===== config.mk =====
export PLATFORM = sky130hd
export DESIGN_NAME = irq_unit
export DESIGN_NICKNAME = d
export VERILOG_FILES = /design/src/rtl/irq_unit.sv
export SDC_FILE = /design/constraint.sdc
export NUM_CORES = 1
export LEC_CHECK = 0
export ABC_AREA = 1
export CAP_MARGIN = 20
export CORE_UTILIZATION = 41
export CTS_CLUSTER_DIAMETER = 40
export CTS_CLUSTER_SIZE = 8
export DETAILED_ROUTE_END_ITERATION = 6
export PLACE_DENSITY = 0.8
export SETUP_SLACK_MARGIN = 0.15
export SKIP_CTS_REPAIR_TIMING = 1
export SLEW_MARGIN = 30
export SYNTH_ARGS = -nofsm -noshare
export SYNTH_HDL_FRONTEND = slang
export SYNTH_SLANG_ARGS = --single-unit

===== constraint.sdc =====
create_clock -name clk -period 3 [get_ports clk]
set_input_delay 0.6 -clock clk [delete_from_list [all_inputs] [get_ports clk]]
set_output_delay 0.6 -clock clk [all_outputs]
set_load 0.01 [all_outputs]

===== src/rtl/irq_unit.sv =====
// irq_unit: machine-mode interrupt unit.
// Owns mstatus (MIE/MPIE), mie, mip and mcause, arbitrates pending
// interrupts and hands a trap request to the core at instruction boundaries.
// Optional macro IRQ_SYNC_EN: when defined, external_int is passed through a
// two-flop synchronizer before it reaches mip.MEIP.
module irq_unit #(
  parameter int          XLEN        = 32,
  parameter logic [31:0] MTVEC_RESET = 32'h0000_0000
) (
  input  logic            clk,
  input  logic            rst,
  input  logic            software_int,
  input  logic            timer_int,
  input  logic            external_int,
  input  logic            csr_we,
  input  logic [11:0]     csr_addr,
  input  logic [XLEN-1:0] csr_wdata,
  output logic [XLEN-1:0] csr_rdata,
  output logic            csr_hit,
  input  logic            instr_boundary,
  input  logic            mret,
  output logic            trap_req,
  output logic [XLEN-1:0] trap_cause,
  input  logic            trap_ack
);

  localparam logic [11:0] ADDR_MSTATUS = 12'h300;
  localparam logic [11:0] ADDR_MIE     = 12'h304;
  localparam logic [11:0] ADDR_MCAUSE  = 12'h342;
  localparam logic [11:0] ADDR_MIP     = 12'h344;

  typedef enum logic {IDLE, REQ} state_t;

  state_t          state_q, state_d;
  logic            mstatus_mie, mstatus_mpie;
  logic            mie_msie, mie_mtie, mie_meie;
  logic [XLEN-1:0] mcause_q;
  logic [XLEN-1:0] cause_q;
  logic            meip;
  logic            pend_msi, pend_mti, pend_mei;
  logic [3:0]      win_code;
  logic            take_trap, commit_trap;

  // MTVEC_RESET only keeps the core interface stable; mode 2'b11 is reserved
  // and deliberately produces no hardware.
  if (MTVEC_RESET[1:0] == 2'b11) begin : g_mtvec_reserved_mode
  end

`ifdef IRQ_SYNC_EN
  logic ext_sync1, ext_sync2;

  // Two-flop synchronizer for the asynchronous external interrupt line.
  always_ff @(posedge clk) begin
    if (rst) begin
      ext_sync1 <= 1'b0;
      ext_sync2 <= 1'b0;
    end else begin
      ext_sync1 <= external_int;
      ext_sync2 <= ext_sync1;
    end
  end

  assign meip = ext_sync2;
`else
  assign meip = external_int;
`endif

  // Pending set and fixed-priority pick: MEI over MSI over MTI.
  always_comb begin
    pend_msi = software_int & mie_msie;
    pend_mti = timer_int    & mie_mtie;
    pend_mei = meip         & mie_meie;
    win_code = 4'd7;
    if (pend_mei) begin
      win_code = 4'd11;
    end else if (pend_msi) begin
      win_code = 4'd3;
    end
  end

  // Trap FSM state register.
  always_ff @(posedge clk) begin
    if (rst) begin
      state_q <= IDLE;
    end else begin
      state_q <= state_d;
    end
  end

  // Trap FSM next state; a committed request is held until the core acks it.
  always_comb begin
    state_d     = state_q;
    take_trap   = 1'b0;
    commit_trap = 1'b0;
    trap_req    = 1'b0;
    case (state_q)
      IDLE: begin
        if (instr_boundary && mstatus_mie && (pend_msi || pend_mti || pend_mei)) begin
          take_trap = 1'b1;
          state_d   = REQ;
        end
      end
      REQ: begin
        trap_req = 1'b1;
        if (trap_ack) begin
          commit_trap = 1'b1;
          state_d     = IDLE;
        end
      end
      default: state_d = IDLE;
    endcase
  end

  // Latched trap cause, frozen for the whole request.
  always_ff @(posedge clk) begin
    if (rst) begin
      cause_q <= '0;
    end else if (take_trap) begin
      cause_q <= {1'b1, {(XLEN-5){1'b0}}, win_code};
    end else if (commit_trap) begin
      cause_q <= '0;
    end
  end

  assign trap_cause = cause_q;

  // mstatus: trap entry beats mret, and both beat a software write.
  always_ff @(posedge clk) begin
    if (rst) begin
      mstatus_mie  <= 1'b0;
      mstatus_mpie <= 1'b0;
    end else if (commit_trap) begin
      mstatus_mpie <= mstatus_mie;
      mstatus_mie  <= 1'b0;
    end else if (mret) begin
      mstatus_mie  <= mstatus_mpie;
      mstatus_mpie <= 1'b1;
    end else if (csr_we && csr_addr == ADDR_MSTATUS) begin
      mstatus_mie  <= csr_wdata[3];
      mstatus_mpie <= csr_wdata[7];
    end
  end

  // mie enable bits; software writes always land.
  always_ff @(posedge clk) begin
    if (rst) begin
      mie_msie <= 1'b0;
      mie_mtie <= 1'b0;
      mie_meie <= 1'b0;
    end else if (csr_we && csr_addr == ADDR_MIE) begin
      mie_msie <= csr_wdata[3];
      mie_mtie <= csr_wdata[7];
      mie_meie <= csr_wdata[11];
    end
  end

  // mcause: the committed trap cause wins over a coincident software write.
  always_ff @(posedge clk) begin
    if (rst) begin
      mcause_q <= '0;
    end else if (commit_trap) begin
      mcause_q <= cause_q;
    end else if (csr_we && csr_addr == ADDR_MCAUSE) begin
      mcause_q <= csr_wdata;
    end
  end

  // Combinational CSR read mux and address decode.
  always_comb begin
    csr_rdata = '0;
    csr_hit   = 1'b0;
    case (csr_addr)
      ADDR_MSTATUS: begin
        csr_hit         = 1'b1;
        csr_rdata[12:11] = 2'b11;
        csr_rdata[7]    = mstatus_mpie;
        csr_rdata[3]    = mstatus_mie;
      end
      ADDR_MIE: begin
        csr_hit       = 1'b1;
        csr_rdata[11] = mie_meie;
        csr_rdata[7]  = mie_mtie;
        csr_rdata[3]  = mie_msie;
      end
      ADDR_MIP: begin
        csr_hit       = 1'b1;
        csr_rdata[11] = meip;
        csr_rdata[7]  = timer_int;
        csr_rdata[3]  = software_int;
      end
      ADDR_MCAUSE: begin
        csr_hit   = 1'b1;
        csr_rdata = mcause_q;
      end
      default: begin
        csr_hit   = 1'b0;
        csr_rdata = '0;
      end
    endcase
  end

endmodule


==> impl_metrics.ini <==
[status]
status = finished clean

[worst_setup_path]
critPathRequiredTime_ns = 2.40
cp_max_fo = 3
crit_path_end_kind = primary output
r2r_end = mstatus_mie
start_kind = primary input
critical_path_class = in -> out
r2r_setup_slack_ns = 1.67
rr_worst_depth = 7
worst_ep_arrival_time_ns = 2.09
reg2reg_from = state_q

[synth]
synth.largest_area_cell = dfxtp_1
synth_area_mm2 = 0.00255
yosysTopAreaCellShare_pct = 32.2
synthXorXnorAreaFrac_pct = 0
ys_seq_elements = 41
synthSimpleGateAreaFrac_pct = 37.4
avgSynthCellArea_um2 = 6.70
synthTopCellsByArea = dfxtp_1, nand2_1, buf_4, inv_1, nand3_1
synth_top_family_by_area = simple AND/OR/NAND/NOR gates
ys.flop_type = dfxtp_1
syn_inst = 381
synth-adder-area-share_pct = 0
synthTopCellsByCount = nand2_1, inv_1, dfxtp_1, nand3_1, nor2_1
ys_warn_count = 0
yosysMostFrequentCell = nand2_1
yosysUniqueCellTypes = 24
synth-edff-count = 0
synth_compound_area_share_pct = 7.65
seq_area_frac_synth_pct = 32.2
synthMuxAreaShare_pct = 0
async_reset_ff_share_pct = 0

[worst_hold_path]
holdPathStages = 2
hold_class = reg -> reg
worstHoldStart = mcause_q[31]
hold-path-endpoint = mcause_q[31]

[global_route]
grt_max_degree = 57
grt_pass1_wl_um = 10000
gr-usage-all-layers_pct = 19.1
grt_pass1_vias = 2317
antenna_found_initial = 0
grt_overflow_total = 0

[sta]
slew_headroom_pct = 64.4
drv_slew = 0
layout_setup_ws_ns = 0.309
setup_viol = 0
period_minus_slack_ns = 2.69
rsz0062_at_grt = no
min_period_over_period_pct = 89.7
finClkSkew_ns = 0.00669
fmax_mhz = 372
hold_violations = 0
tightest_slew_ns = 0.534
timing.setup.tns_ns = 0

[layout]
ff_latch_area_um2 = 821
multiInputGateArea_mm2 = 0.00126
area_delta_synth_final_pct = 39.3
final.fill_count = 568
finish.utilization_pct = 59.7
stdcell_count = 542
diodes = 0
drive_gt1_share_pct = 9.42
fin_nets = 519

[power]
ir_worst_vdd_v = 0.000162
power_mw = 1.04
power_density_mw_per_mm2 = 292
total_leakage_power_nw = 1.96

[drt]
via_per_inst = 4.77
vias = 2587
final_antenna_net_count = 0
drt_wl_total_um = 6090
wl_per_cell_um = 11.2
first_pass_iters = 4
drc = 0
first_iter_violations = 121

[place]
place_congestion = 0.868
place_ws_ns = 0.000844
place_inst = 533
io_buffers = 91
dpl.hpwl_um = 4440

[clocking]
numCtsBuffers = 5
clock-sinks = 41
cts_root_buf = clkbuf_8
insertion_delay_ns = 0.29
clk_path_buf_depth = 2
cts_tree = done
path_clk_slew_ns = 0.07
h-tree-depth = 2

[floorplan]
fp-row-count = 28
dieArea_mm2 = 0.00654
coreArea_mm2 = 0.00596
die_w_um = 80.9
die_h_um = 80.9
io_pins = 119
initial_utilization_pct = 42.8

[job]
maxCapViolCount = 0
[cell type report]
class,count,area share [%]
clock buffers,6,2.04
repair buffers,101,30.4
well taps,75,2.64
multi-input cells,260,35.5
flip-flops and latches,41,23.1
inverters,57,6.02
clock inverters,2,0.282
[power by group]
part           leakage [nW]  switching, mW  internal, mW
combinational          1.58         0.0645        0.0744
clock                0.0450          0.190         0.161
sequential            0.331        0.00182         0.546
total                  1.96          0.257         0.781
[metrics by stage]
stage / hold WS [ns] / instance area (um^2)
6_report: 0.485 / 3550
5_1_grt: 0.505 / 3550
4_1_cts: 0.486 / 3460
3_5_place_dp: 0.475 / 3370
3_3_place_gp: 0.471 / 3370
2_1_floorplan: 0.461 / 2650
[placed cells by master, fill, tap and decap left out, types with 4 or more instances in the layout]
master            n
dfxtp_1          41
buf_4             9
dlymetal6s2s_1   33
inv_1            56
nand3b_1          4
nand4_1          24
nand3_1          40
nand2_1          60
o21ai_0           9
nor2_2           17
a21oi_1          30
clkbuf_8          5
nor2_1           37
clkdlybuf4s50_1  58
conb_1           27
[metal layers]
layer,track usage (%),wire (um)
met5,0,0
met3,4.16,431
met2,34.5,2960
met1,22.4,2640
met4,5.54,57
[state kept, by name (all words and copies together), names as in the netlist]
signal and count:
mie_msie 1, mcause_q 32, mie_mtie 1, mie_meie 1
state_q 1, trap_cause 3, mstatus_mpie 1, mstatus_mie 1
[worst max-delay path by stage]
| stage | startpoint | endpoint | slack (ns) | depth (start not counted) |
|---|---|---|---|---|
| after floorplan | csr_addr[11] | csr_rdata[0] | 0.99 | 7 |
| after global placement | csr_addr[1] | csr_rdata[7] | 0.03 | 8 |
| after detailed placement | csr_addr[1] | csr_rdata[11] | 0.0008 | 8 |
| after CTS | csr_addr[1] | csr_rdata[11] | -0.007 | 8 |
| after global routing | csr_addr[0] | csr_rdata[11] | 0.24 | 9 |
| final | csr_addr[0] | csr_rdata[11] | 0.31 | 9 |
[logic make-up after synthesis]
kind of cell	Yosys count
other cells	1
flops	41
buf+inv	106
simple gates	194
compound gates	39
[critical path: stages]
cell             delay, ns
clkdlybuf4s50_1       0.51
nor2_2                0.06
buf_4                 0.12
buf_4                 0.12
and3_1                0.16
nand2_1               0.12
nand2_1               0.07
nand3b_1              0.15
dlymetal6s2s_1        0.17
No activity file was read; power rests on OpenSTA's default activity.
